<file path="config.mk">
export PLATFORM = sky130hd
export DESIGN_NAME = mel_log_compress
export DESIGN_NICKNAME = d
export VERILOG_FILES = /design/src/rtl/mel_log_compress.sv
export SDC_FILE = /design/constraint.sdc
export NUM_CORES = 2
export LEC_CHECK = 0
export ABC_CLOCK_PERIOD_IN_PS = 16200
export BUFFER_PORTS_ARGS = -buffer_cell sky130_fd_sc_hd__buf_2
export CORE_AREA = 5 5 497 499
export DETAILED_ROUTE_END_ITERATION = 16
export DIE_AREA = 0 0 502 504
export PLACE_DENSITY = 0.35
export SYNTH_ARGS = -nofsm -noshare
export SYNTH_HDL_FRONTEND = slang
export SYNTH_SLANG_ARGS = --single-unit
</file>
<file path="constraint.sdc">
create_clock -name clk -period 16.2 [get_ports clk]
set_clock_uncertainty 0.05 [all_clocks]
set_input_delay 0.81 -clock clk [delete_from_list [all_inputs] [get_ports clk]]
set_output_delay 0.81 -clock clk [all_outputs]
set_load 0.1 [all_outputs]
</file>
<file path="src/rtl/mel_log_compress.sv">
// ---------------------------------------------------------------------------
// mel_log_compress
//
// Log-compression stage placed after the mel filter bank. It accepts one
// frame of N_BINS unsigned mel energies over a valid/ready handshake. It then
// computes a fixed-point log2 of each band, one band per clock, using a
// leading-one detector and a Mitchell (linear) mantissa. Finally it presents
// the finished frame to the downstream DCT stage.
//
// Ports:
//   clk      - single clock, all state updates on the rising edge
//   reset    - synchronous, active-high
//   in       - N_BINS x IN_W unsigned energies, sampled on the accepting edge
//   s_valid  - upstream frame valid
//   s_ready  - block can accept a frame (IDLE)
//   out      - N_BINS x OUT_W log2 results, unsigned, held after completion
//   m_valid  - out holds a complete frame (DONE)
//   m_ready  - downstream accepts the frame
// ---------------------------------------------------------------------------
module mel_log_compress #(
    parameter int N_BINS = 40,
    parameter int IN_W   = 16,
    parameter int FRAC_W = 8,
    parameter int OUT_W  = 16
) (
    input  logic              clk,
    input  logic              reset,
    input  logic [IN_W-1:0]   in  [0:N_BINS-1],
    input  logic              s_valid,
    output logic              s_ready,
    output logic [OUT_W-1:0]  out [0:N_BINS-1],
    output logic              m_valid,
    input  logic              m_ready
);

    localparam int IDX_W = (N_BINS > 1) ? $clog2(N_BINS) : 1;
    localparam int P_W   = $clog2(IN_W);

    typedef enum logic [1:0] {
        S_IDLE,
        S_COMPUTE,
        S_DONE
    } state_t;

    state_t             r_state;
    state_t             w_state_next;
    logic [IDX_W-1:0]   r_idx;
    logic [IN_W-1:0]    r_buf [0:N_BINS-1];
    logic [OUT_W-1:0]   r_out [0:N_BINS-1];

    logic               w_accept;
    logic               w_last;
    logic [IN_W-1:0]    w_sel;
    logic [P_W-1:0]     w_p;
    logic [P_W-1:0]     w_shamt;
    logic [IN_W-1:0]    w_norm;
    logic [FRAC_W-1:0]  w_mant;
    logic [OUT_W-1:0]   w_log;

    assign w_accept = (r_state == S_IDLE) && s_valid;
    assign w_last   = (r_state == S_COMPUTE) && (r_idx == IDX_W'(N_BINS - 1));

    // Handshake outputs come straight from the state register only.
    assign s_ready = (r_state == S_IDLE);
    assign m_valid = (r_state == S_DONE);

    // ---------------------------------------------------------------- FSM
    always_ff @(posedge clk) begin
        if (reset) begin
            r_state <= S_IDLE;
        end else begin
            r_state <= w_state_next;
        end
    end

    always_comb begin
        w_state_next = r_state;
        case (r_state)
            S_IDLE:    if (s_valid) w_state_next = S_COMPUTE;
            S_COMPUTE: if (w_last)  w_state_next = S_DONE;
            S_DONE:    if (m_ready) w_state_next = S_IDLE;
            default:   w_state_next = S_IDLE;
        endcase
    end

    // Bin index. It wraps to 0 after the last bin so it always addresses a
    // valid buffer entry.
    always_ff @(posedge clk) begin
        if (reset) begin
            r_idx <= '0;
        end else if (w_accept || w_last) begin
            r_idx <= '0;
        end else if (r_state == S_COMPUTE) begin
            r_idx <= r_idx + IDX_W'(1);
        end
    end

    // ------------------------------------------------------------- LOG2
    assign w_sel = r_buf[r_idx];

    // Leading-one position. Both x=0 and x=1 give p=0.
    always_comb begin
        w_p = '0;
        for (int i = 1; i < IN_W; i++) begin
            if (w_sel[i]) w_p = P_W'(i);
        end
    end

    // Normalise so the leading one sits at the MSB. The bits below it form
    // the mantissa. Extra zeros are appended so the left-alignment pads with
    // zeros when p < FRAC_W. The final cast drops the leading one and
    // truncates the low bits (no rounding).
    assign w_shamt = P_W'(IN_W - 1) - w_p;
    assign w_norm  = w_sel << w_shamt;
    assign w_mant  = FRAC_W'({w_norm, {FRAC_W{1'b0}}} >> (IN_W - 1));
    assign w_log   = OUT_W'({w_p, w_mant});

    // ------------------------------------------------- frame buffer / out
    always_ff @(posedge clk) begin
        if (reset) begin
            for (int i = 0; i < N_BINS; i++) begin
                r_buf[i] <= '0;
                r_out[i] <= '0;
            end
        end else begin
            for (int i = 0; i < N_BINS; i++) begin
                if (w_accept) begin
                    r_buf[i] <= in[i];
                end
                if ((r_state == S_COMPUTE) && (r_idx == IDX_W'(i))) begin
                    r_out[i] <= w_log;
                end
            end
        end
    end

    assign out = r_out;

endmodule

</file>
== After elaboration in Yosys (flattened, before gate mapping) ==
Memory sizes are Yosys's and may differ from the RTL's. A register that Yosys moved wholly into a read port is not among the register bits.
Index checks and enable logic that the tools add are counted.
W data, S select, Z words.

* Flip-flop bits (word level): 488
* Bits in latches: 0
* Memory bits (writable): 640
* ROM bits: 0
* Logic and storage cells: 242
* Memories kept: 1

* $add $sub $neg: 2
* $mul: 0
* Divide/modulo/power cells: 0
* Order comparisons: 0
* Eq/ne operators: 44
* Shifts and indexed selects: 1
* Mux-type cells: 66
* Bitwise operators: 40
* Reductions and logical operators: 46

{| class="wikitable"
|+ Memory list
! memory !! words !! width !! rd ports !! clocked after Yosys merged registers in !! write ports !! line !! source
|-
| r_buf || 40 || 16 || 1 || 1 || 40 || 48 || <nowiki>logic [IN_W-1:0] r_buf [0:N_BINS-1];</nowiki>
|}

{| class="wikitable"
|+ Operators by type and width
! cell !! number
|-
| $mux W16 || 40
|-
| $eq A6 B5 Y1 const B || 16
|-
| $mux W4 || 14
|-
| $eq A6 B4 Y1 const B || 8
|-
| $eq A6 B6 Y1 const B || 8
|-
| $logic_and A1 B1 Y1 || 41
|-
| $or A1 B1 Y1 || 40
|-
| $eq A6 B3 Y1 const B || 4
|-
| $shl A16 B4 Y15 || 1
|-
| $eq A6 B2 Y1 const B || 2
|-
| $mux W6 || 2
|-
| $add A6 B1 Y6 const B || 1
|-
| $eq A6 B1 Y1 const B || 1
|-
| $logic_not A6 Y1 || 1
|-
| $mux W1 || 6
|-
| $mux W2 || 3
|-
| $pmux W2 S3 || 1
|-
| $ne A2 B2 Y1 const B || 2
|-
| $sub A4 B4 Y4 const A || 1
|-
| $reduce_and A3 Y1 || 1
|-
| $eq A2 B1 Y1 const B || 1
|-
| $eq A2 B2 Y1 const B || 1
|-
| $logic_not A2 Y1 || 1
|-
| $ne A2 B1 Y1 const B || 1
|-
| 2 further kinds || 2
|}

== Longest topological paths before layout ==
* Depth after elaboration: 17
* Mapped depth: 25

== Least setup slack after synthesis ==
OpenSTA, ideal clock, no wires.

* Kind: input-to-reg
* Start: input reset
* End: memory r_buf[0][0] (enable)
* Setup time: 4.541 ns
* Arrival time: 12.097 ns
* Required time: 11.609 ns
* Slack: -0.489 ns
* Cell stages on the path: 5
* Path buffers: 3
* Path through: inv_1 -> clkbuf_1 -> clkbuf_1 -> buf_1 -> nand2_1

{| class="wikitable"
|+ RTL lines
! what !! line !! source
|-
| start, declared || 27 || <nowiki>input logic reset,</nowiki>
|-
| end, declared || 48 ||
|}

==> impl_metrics.ini <==
[yosys]
synth_top_cell_by_area = edfxtp_1
synth_top_area_frac = 0.3959
synth_commonest_cells = 640 x edfxtp_1, 562 x and2_1, 494 x dfxtp_1, 291 x nor2_1, 247 x clkbuf_1
synth.avg_cell_area_um2 = 12.02
ys_seq_elements = 1134
async_flop_share = 0
synth_most_common_cell = edfxtp_1
ys_types = 75
yosysWarnings = 0
synth_cells = 4037
synth_edf_count = 640
synthTopCellsByArea = edfxtp_1 40%, dfxtp_1 20%, and2_1 7.2%
seq_area_frac_synth = 0.5996
synth_flop_cell = edfxtp_1
syn_area_mm2 = 0.04854

[global_route]
grtUsageTotal = 0.1740
grt_pass1_vias = 36150
grt_pass1_wl_um = 308000
grt.overflow.total = 0
antenna_found_initial = 140
grt_max_degree = 178

[worst_setup_path]
arrival_ps = 8400
worstPathMaxFanout = 91
worstPathRequired_ps = 16860
slowest_stage = nor3_4
path_common_cell = buf_4
cp-start-kind = flop
critical-path-top-delay-family = compound AO/OA/AOI/OAI gates
crit_chain = buf_4 > buf_12 > buf_4 > mux2i_1 > a22oi_1 > a21oi_1 > nor4_2 > mux2_2 > nor4_1 > a221oi_2 > nor2_4 > o41a_1 > o211a_1 > nor3_4 > a31o_1
crit_path_max_incr_delay_ps = 1040
critical_path_buf_inv_count = 3
cp-end-kind = flop
worst-setup-path-type = flop to flop

[sta]
tightest_slew_ps = 1207
fin_crit_sh = 0.4778
setup_slack_ps = 8459
rsz0062_at_grt = false
post-route-min-period_ps = 7741
hold_viol_final = 0
finalSetupViolations = 0
slew_violations = 0
final.setup.tns_ps = 0
slew_headroom = 0.1953
fmax_ghz = 0.1292

[clock_network]
cts_buffer_depth = 3
clk_latency_ps = 820
cts_resized = 0
cts_setup_buffers = 0
ctsHoldBuffers = 0
root_buffer = clkbuf_16
numCtsBuffers = 143
clock_sinks = 1134
cts_tree = built
cts.clk_slew.worst_paths_ps = 70
ctsHtreeMaxLevel = 4

[routing]
drc = 0
post_drt_wl_per_cell_um = 27.29
vias = 35720
via_per_inst = 4.254
ant_nets = 0
drt_iter0_markers = 2221
drt_pass1_iterations = 7
drt_wl_total_um = 229200

[min_path]
hold_path_class = primary input to flop
hold_start = in[552]

[finish]
num-nets-final = 5688
fillCellCount = 25850
multi_input_area_mm2 = 0.01738
syn_to_final_growth_pct = 27.08
drive_gt1_frac = 0.3059
seq_area_mm2 = 0.02912

[power]
power_density_mw_per_mm2 = 121.1
vdd_drop_max_mv = 0.08504
p_leak_nw = 24.48

[floorplan]
die_h_um = 504
die_w_um = 502
fp-row-count = 181
ioPinCount = 1286
dieArea_mm2 = 0.2530
initial_core_util = 0.2005
core_area_mm2 = 0.2421

[status]
outcome = finished clean

[placed_design]
port_buffers = 1125
dp_slack_ps = 8170
place.gp.congestion = 0.7847
hpwl_um = 170500

[flow_run]
drv_cap = 0
==> power breakdown <==
group	internal (mW)	switching [mW]	leakage (nW)
registers	3.19	0.0421	10.9
logic	0.243	0.757	11.3
clock network	1.87	1.37	2.29
==> placed cells by master, fill, tap and decap left out, drive strengths merged, types with 7 or more instances in the layout <==
| cell type | count |
|---|---|
| inv | 17 |
| nand2 | 107 |
| nor2 | 292 |
| o22ai | 40 |
| nor4 | 27 |
| a221oi | 20 |
| and3 | 23 |
| edfxtp | 640 |
| a21oi | 204 |
| diode | 40 |
| or4 | 24 |
| a311oi | 9 |
| mux4 | 74 |
| bufinv | 7 |
| a211oi | 160 |
| o21ai | 168 |
| nor3 | 10 |
| conb | 160 |
| o211ai | 11 |
| and2 | 562 |
| clkbuf | 210 |
| mux2 | 36 |
| dfxtp | 494 |
| nand3 | 68 |
| clkinv | 37 |
| a31o | 41 |
| nor2b | 106 |
| a31oi | 34 |
| buf | 1201 |
| a22o | 18 |
| o32ai | 19 |
| o41ai | 44 |
| a22oi | 54 |
| mux2i | 189 |
==> per-stage QoR <==
step                      cells  area, µm²  hold slack [ps]  utilization  total power [mW]
after floorplan            4196      49140            404.7            -             3.980
after global placement     8097      56830            403.5       0.2348             4.317
after detailed placement   8097      56830            406.8       0.2348             4.319
after CTS                  8358      61590            125.3       0.2544             7.623
after global routing       8368      61620            159.8       0.2545             7.771
final                      8398      61690            221.7       0.2548             7.473
==> sequential cells by signal (all words and copies together), names as in the netlist, named ones only <==
register,flops
r_buf,640
out,480
r_state,2
r_idx,6
==> path summary, 6_finish.rpt <==
path / endpoint / slack [ps] / cells past startpoint
hold reg to reg: out[246] / 420 / 2
hold / removal: r_buf[5][8] / 220 / 2
setup / recovery: out[469] / 8460 / 15
setup reg to reg: out[469] / 8460 / 15
==> layout make-up <==
type | count | share of cell area
clock inverter | 51 | 0.01124
sequential | 1134 | 0.4721
tap | 3202 | 0.06494
clock buffer | 210 | 0.06586
timing repair buffer | 1201 | 0.1017
inverter | 12 | 0.0008518
multi-input combinational | 2548 | 0.2817
antenna | 40 | 0.001623
==> kinds of logic after synthesis <==
group,synth area share
adder cells (fa/ha/maj),0.001031
buffers and inverters,0.05941
flip-flops,0.5996
XOR/XNOR,0.0009023
AO/OA/AOI/OAI,0.1171
other,0.00007725
AND/OR/NAND/NOR,0.1385
multiplexers,0.08328
==> per-layer routing <==
metal,vias to the layer above,GRT usage,wire (µm)
met5,-,0,564
met1,17400,0.2015,90640
met3,403,0.05591,17430
li1,16530,-,-
met2,1300,0.3084,114200
met4,84,0.04506,6291
No activity file was read; power rests on OpenSTA's default activity.
